### src/rtl/dual_issue_fetch_queue.sv
// Eight-entry circular fetch queue. It accepts two fetch slots per cycle and presents the two oldest entries to decode.
// Optional build macro FETCHQ_PERF_EN adds the perf_stall_cnt decode-stall counter output.
module dual_issue_fetch_queue (
    input  logic        clk,
    input  logic        reset,
    input  logic        fq_in0_valid,
    input  logic [31:0] fq_in0_instr,
    input  logic [7:0]  fq_in0_pc,
    input  logic        fq_in0_pred,
    input  logic        fq_in1_valid,
    input  logic [31:0] fq_in1_instr,
    input  logic [7:0]  fq_in1_pc,
    input  logic        fq_in1_pred,
    output logic        fq_ready,
    output logic        issue0_valid,
    output logic [31:0] issue0_instr,
    output logic [7:0]  issue0_pc,
    output logic        issue0_pred,
    output logic        issue1_valid,
    output logic [31:0] issue1_instr,
    output logic [7:0]  issue1_pc,
    output logic        issue1_pred,
    input  logic [1:0]  dec_take,
    input  logic        stall_inner,
    input  logic        stall_outer,
    input  logic        flush1_J,
    input  logic        flush_JB,
    input  logic        flush1_JR,
    input  logic        flush2_JR,
    input  logic        flush1_B,
    input  logic        flush2_B,
`ifdef FETCHQ_PERF_EN
    output logic [15:0] perf_stall_cnt,
`endif
    output logic [3:0]  fq_count
);
    localparam int DEPTH = 8;

    logic [31:0] r_instr [DEPTH];
    logic [7:0]  r_pc    [DEPTH];
    logic        r_pred  [DEPTH];
    logic [2:0]  r_head;
    logic [2:0]  r_tail;
    logic [3:0]  r_count;

    logic        w_flush;
    logic        w_stall;
    logic        w_push0;
    logic        w_push1;
    logic [1:0]  w_npush;
    logic [1:0]  w_take;
    logic [1:0]  w_pop;
    logic [2:0]  w_head1;
    logic [2:0]  w_slot1_idx;

    assign w_flush  = flush1_J | flush_JB | flush1_JR | flush2_JR | flush1_B | flush2_B;
    assign w_stall  = stall_inner | stall_outer;
    assign fq_ready = (r_count <= 4'd6);
    assign w_push0  = fq_ready & fq_in0_valid;
    assign w_push1  = fq_ready & fq_in1_valid;
    assign w_npush  = {1'b0, w_push0} + {1'b0, w_push1};
    assign w_take   = (dec_take == 2'd3) ? 2'd2 : dec_take;
    // Slot 1 packs behind slot 0 only when slot 0 is also written this cycle.
    assign w_slot1_idx = w_push0 ? (r_tail + 3'd1) : r_tail;
    assign w_head1     = r_head + 3'd1;

    always_comb begin
        w_pop = 2'd0;
        if (!w_stall) begin
            if ({2'b00, w_take} > r_count)
                w_pop = r_count[1:0];
            else
                w_pop = w_take;
        end
    end

    always_ff @(posedge clk or negedge reset) begin
        if (!reset) begin
            r_head  <= 3'd0;
            r_tail  <= 3'd0;
            r_count <= 4'd0;
        end else if (w_flush) begin
            r_head  <= 3'd0;
            r_tail  <= 3'd0;
            r_count <= 4'd0;
        end else begin
            r_head  <= r_head + {1'b0, w_pop};
            r_tail  <= r_tail + {1'b0, w_npush};
            r_count <= r_count + {2'b00, w_npush} - {2'b00, w_pop};
        end
    end

    always_ff @(posedge clk) begin
        if (!w_flush) begin
            if (w_push0) begin
                r_instr[r_tail] <= fq_in0_instr;
                r_pc[r_tail]    <= fq_in0_pc;
                r_pred[r_tail]  <= fq_in0_pred;
            end
            if (w_push1) begin
                r_instr[w_slot1_idx] <= fq_in1_instr;
                r_pc[w_slot1_idx]    <= fq_in1_pc;
                r_pred[w_slot1_idx]  <= fq_in1_pred;
            end
        end
    end

    assign fq_count     = r_count;
    assign issue0_valid = (r_count != 4'd0);
    assign issue1_valid = (r_count >= 4'd2);
    // Invalid issue slots read as all-zero bubbles.
    assign issue0_instr = issue0_valid ? r_instr[r_head] : 32'd0;
    assign issue0_pc    = issue0_valid ? r_pc[r_head]    : 8'd0;
    assign issue0_pred  = issue0_valid ? r_pred[r_head]  : 1'b0;
    assign issue1_instr = issue1_valid ? r_instr[w_head1] : 32'd0;
    assign issue1_pc    = issue1_valid ? r_pc[w_head1]    : 8'd0;
    assign issue1_pred  = issue1_valid ? r_pred[w_head1]  : 1'b0;

`ifdef FETCHQ_PERF_EN
    logic [15:0] r_perf_stall_cnt;

    always_ff @(posedge clk or negedge reset) begin
        if (!reset)
            r_perf_stall_cnt <= 16'd0;
        else if (w_stall && issue0_valid && (r_perf_stall_cnt != 16'hFFFF))
            r_perf_stall_cnt <= r_perf_stall_cnt + 16'd1;
    end

    assign perf_stall_cnt = r_perf_stall_cnt;
`endif
endmodule

### config.mk
export PLATFORM = sky130hd
export DESIGN_NAME = dual_issue_fetch_queue
export DESIGN_NICKNAME = d
export VERILOG_FILES = /design/src/rtl/dual_issue_fetch_queue.sv
export SDC_FILE = /design/constraint.sdc
export NUM_CORES = 1
export LEC_CHECK = 0
export CAP_MARGIN = 40
export CORE_MARGIN = 8
export CORE_UTILIZATION = 43
export DETAILED_ROUTE_END_ITERATION = 10
export PLACE_DENSITY = 0.64
export SYNTH_ARGS = -nofsm -noshare
export SYNTH_HDL_FRONTEND = slang
export SYNTH_SLANG_ARGS = --single-unit
### constraint.sdc
create_clock -name clk -period 5.5 [get_ports clk]
set_input_delay 1.1 -clock clk [delete_from_list [all_inputs] [get_ports clk]]
set_output_delay 1.1 -clock clk [all_outputs]
set_load 0.03 [all_outputs]
After elaboration in Yosys (flattened, before gate mapping)
Memories as Yosys holds them, arrays and structs flattened.
Cells that the tools add are included.
Cells by class
  $add $sub $neg: 7
  $lt $le $gt $ge: 3
  equality and inequality tests: 1
  multiplexer cells: 19
  bitwise operators: 8
  reduce and logical (&&, ||, !) cells: 1
Operator list (count)
  $mux W32: 2
  $mux W8: 2
  $mux W3: 3
  $mux W1: 8
  $add A3 B1 Y3 const B: 2
  $add A3 B2 Y3: 2
  $mux W2: 3
  $or A1 B1 Y1: 6
  $add A4 B2 Y4: 1
  $ge A4 B2 Y1 const B: 1
  $gt A2 B4 Y1: 1
  $le A4 B3 Y1 const B: 1
  $mux W4: 1
  $reduce_bool A4 Y1: 1
  $sub A4 B2 Y4: 1
  $add A1 B1 Y2: 1
  $and A1 B1 Y1: 2
  $eq A2 B2 Y1 const B: 1
Storage, ports and cells
  bits in registers: 10
  RAM bits: 328
  input port bits: 96
  word-level logic and storage cells: 45
  memories: 3
Memories
  r_instr: depth 8, width 32, read ports 2, clocked after Yosys merged registers in 0, wr ports 2, RTL line 39  | logic [31:0] r_instr [DEPTH];
  r_pc: depth 8, width 8, read ports 2, clocked after Yosys merged registers in 0, wr ports 2, RTL line 40  | logic [7:0] r_pc [DEPTH];
  r_pred: depth 8, width 1, read ports 2, clocked after Yosys merged registers in 0, wr ports 2, RTL line 41  | logic r_pred [DEPTH];

Depth between registers and ports, before layout
  depth in word-level cells: 7
  depth in mapped cells: 16

Worst setup path before layout
Ideal clock, no wire load.
  path kind: register -> register
  start: reg r_count[3] (netlist: fq_count[3])
  end: mem r_instr[2][0], enable pin
  setup time: 454 ps
  data arrival time: 4270 ps
  data required time: 5046 ps
  setup slack: 776 ps
  cell stages (with the launch flop): 11
  path buffers: 4
  clock period less this slack: 4724 ps
  cell sequence: dfrtp_1 -> inv_1 -> ha_1 -> and3_1 -> clkbuf_1 -> or4_1 -> clkbuf_1 -> and3_4 -> buf_6 -> buf_6 -> o22ai_1
RTL lines
  start: declaration: RTL line 44  | logic [3:0] r_count;
  start signal: assignment: RTL line 89  | r_count <= r_count + {2'b00, w_npush} - {2'b00, w_pop};
  end: declaration: RTL line 39

Worst setup path after layout
  start: reg r_head[0]
  end: out issue0_pc[7]
Between the ends
  cells in the longest elaborated chain, start to end: 2
RTL lines
  start: declaration: RTL line 42  | logic [2:0] r_head;
  start signal: assignment: RTL line 87  | r_head <= r_head + {1'b0, w_pop};
  $mem_v2 Z8 W8
  $mux W8: RTL line 113  | assign issue0_pc = issue0_valid ? r_pc[r_head] : 8'd0;
  end: declaration: RTL line 17  | output logic [7:0] issue0_pc,
Every way passes these cells.

==> summary.txt <==
total CTS buffers - 37
post-cts gate resize count - 0
sequential area share after synthesis - 0.476
vias in the first global route - 18700
critical path required time - 4.40 ns
number of synthesized flops with an enable pin - 328
cell-internal power - 4.34 mW
# IOs - 185
slowest cell on the critical path - buf_12
# setup viols final - 0
leading cell type in the layout, fill and taps excluded - o211ai_1
worst slew pin tran - 1.21 ns
most frequent cells in the layout - o211ai_1, edfxtp_1, nand4_1, clkdlybuf4s50_1, mux4_2
switching power - 1.33 mW
htree depth - 2
die area - 56700 sq um
share of cells above drive strength 1 - 0.166
synthesis-stage register bit count - 338
status - finished clean
worst min path class - reg -> reg
Slew headroom - 0.197
total wire length - 80500 um
clock buffer depth - 3
crit path time final - 4.67 ns
Post-Synthesis Cells - 1688
Clock Latency Late Sink - 0.53 ns
Crit path buffers/inverters - 2
final period utilization - 0.850
worst-case clock skew - 0.00656 ns
# rows - 81
initial antenna violation count - 3
fmax - 214 MHz
max_cap viols - 0
hold_buf cts - 0
static leakage - 7.01 nW
Reg clk slew, reported paths - 0.06 ns
drt wl/cell - 32.9 um
Die H - 238 um
clock sinks - 338
largest net degree at the start of global routing - 166
ant diodes - 0
prevailing post-synth register cell - edfxtp_1
area delta synth->final - 17.7%
unique cell type count in the Yosys netlist - 43
first-pass GRT wire length - 117000 um
CP delay by family, top - buffers and inverters
Final Wtd Congestion - 0.843
Critical Path, Cell by Cell - buf_12 -> mux4_2 -> mux2i_1 -> nor2_1 -> clkdlybuf4s50_1
drt via density - 7.55
total global-route track usage - 0.274
IO buf count - 184
Sw Ratio - 0.235
drt pass-1 iters - 8
cell area after synthesis - 21200 sq um
max-slew violations - 0
setup bufs post-CTS - 0
total number of vias - 18500
CTS Root Cell - clkbuf_16
DR iter-0 viols - 3140
RSZ-0062 raised after global routing - no
global route overflow - 0
Starting Density - 0.434
Worst Setup End Kind - output pin
antenna-violating nets left - 0
Clk network pwr share - 0.414
CP max stage delay - 0.75 ns
Power Dens Cells - 227 nW/um^2
total number of yosys warnings - 0
die width - 238 um
TNS Setup - 0 ns
fin nets - 1872
# fillers - 4161
Core Area - 48800 sq um
Sequential Power Share - 0.499
arrival time of the worst setup path - 3.57 ns
CP Max Fanout - 165
syn_nets - 1802
hpwl dp - 43400 um
critical path class - reg -> out
peak supply drop - 0.207 mV
TritonCTS clock tree - yes
Hold Slack - 0.837 ns
startpoint types - flop
asr flop ratio synth - 0.0296
Gate power share - 0.087
syn_area_per_cell - 12.6 sq um
drt drc - 0
Fin. Hold Viols - 0
## metrics by stage
stage	std cells	util	instance area, sq um	total power, mW	worst slack, ns
after floorplan	1688	-	21200	3.14	0.776
after global placement	2379	0.487	23800	3.35	1.23
after detailed placement	2383	0.489	23900	3.36	1.18
after CTS	2444	0.511	25000	5.65	0.865
after global routing	2444	0.511	25000	5.78	0.727
final	2444	0.511	25000	5.67	0.827
## tightest hold or removal path: stages, from the launching register on
cell	delay (ns)
dfrtp_1	0.50
ha_1	0.20
and2_1	0.11
## kinds of logic (layout without fill, tap and decap cells)
family                   count (synthesis)  count (layout)  synth area share
XOR/XNOR                                 8               8           0.00330
buffers and inverters                  220             312            0.0430
AND/OR/NAND/NOR                        428             428             0.111
AO/OA/AOI/OAI                          469             469             0.161
multiplexers                           207             207             0.194
flip-flops                             338             338             0.476
adder cells (fa/ha/maj)                 18              18            0.0120
## sequential cells by signal, indices dropped and copies added (netlist names)
| register | flops |
|---|---|
| r_instr | 256 |
| r_pc | 64 |
| r_pred | 8 |
| fq_count | 4 |
| r_head | 3 |
| r_tail | 3 |
## layout make-up
type | instances | area, sq um | share of cell area
Inverter | 17 | 65.1 | 0.00260
Multi-Input combinational cell | 1130 | 10500 | 0.419
Clock buffer | 45 | 956 | 0.0383
Timing Repair Buffer | 234 | 2410 | 0.0964
Sequential cell | 338 | 10100 | 0.405
Clock inverter | 16 | 135 | 0.00541
Tap cell | 664 | 831 | 0.0333
## cell usage after synthesis, types with 4 or more instances
master,instances,area (sq um)
o211ai_1,329,2470
edfxtp_1,328,9850
nand4_1,254,1590
mux4_2,164,3690
clkbuf_1,142,533
nand2_1,85,319
o31ai_1,82,616
nor2_1,51,191
a21oi_1,42,210
mux2i_1,42,420
buf_2,30,150
buf_1,24,90.1
inv_1,15,56.3
ha_1,14,175
dfrtp_1,10,250
o22ai_1,8,50.1
and2_1,6,37.5
and3_1,6,37.5
buf_6,6,67.6
nor3_1,6,30.0
nand3_1,5,25.0
xnor2_1,5,43.8
fa_1,4,80.1
## final timing paths
kind | end | start | slack [ns] | cells after the start
worst max-delay path | issue0_pc[7] | r_head[0] | 0.83 | 5
worst min-delay path | fq_count[0] | fq_count[0] | 0.84 | 2
worst max register to register | r_instr[1][14] | fq_count[3] | 1.54 | 8
worst min register to register | fq_count[0] | fq_count[0] | 0.84 | 2
max in group asynchronous | r_head[0] | reset | 4.13 | 1
min in group asynchronous | r_head[2] | reset | 0.94 | 1
## power by group through the flow
stage	clock, mW	sequential (mW)	combinational [mW]
2_1_floorplan	0	2.88	0.256
3_3_place_gp	0	2.89	0.460
3_5_place_dp	0	2.89	0.474
4_1_cts	2.34	2.83	0.476
5_1_grt	2.43	2.83	0.521
6_report	2.35	2.83	0.491
## per-layer routing
metal / global-route usage / part of all wire / vias up
li1: - / - / 7390
met1: 0.358 / 0.36 / 9034
met2: 0.413 / 0.44 / 1702
met3: 0.0804 / 0.15 / 330
met4: 0.136 / 0.049 / 6
met5: 0 / 0.00045 / -
No activity file was read; power rests on OpenSTA's default activity.
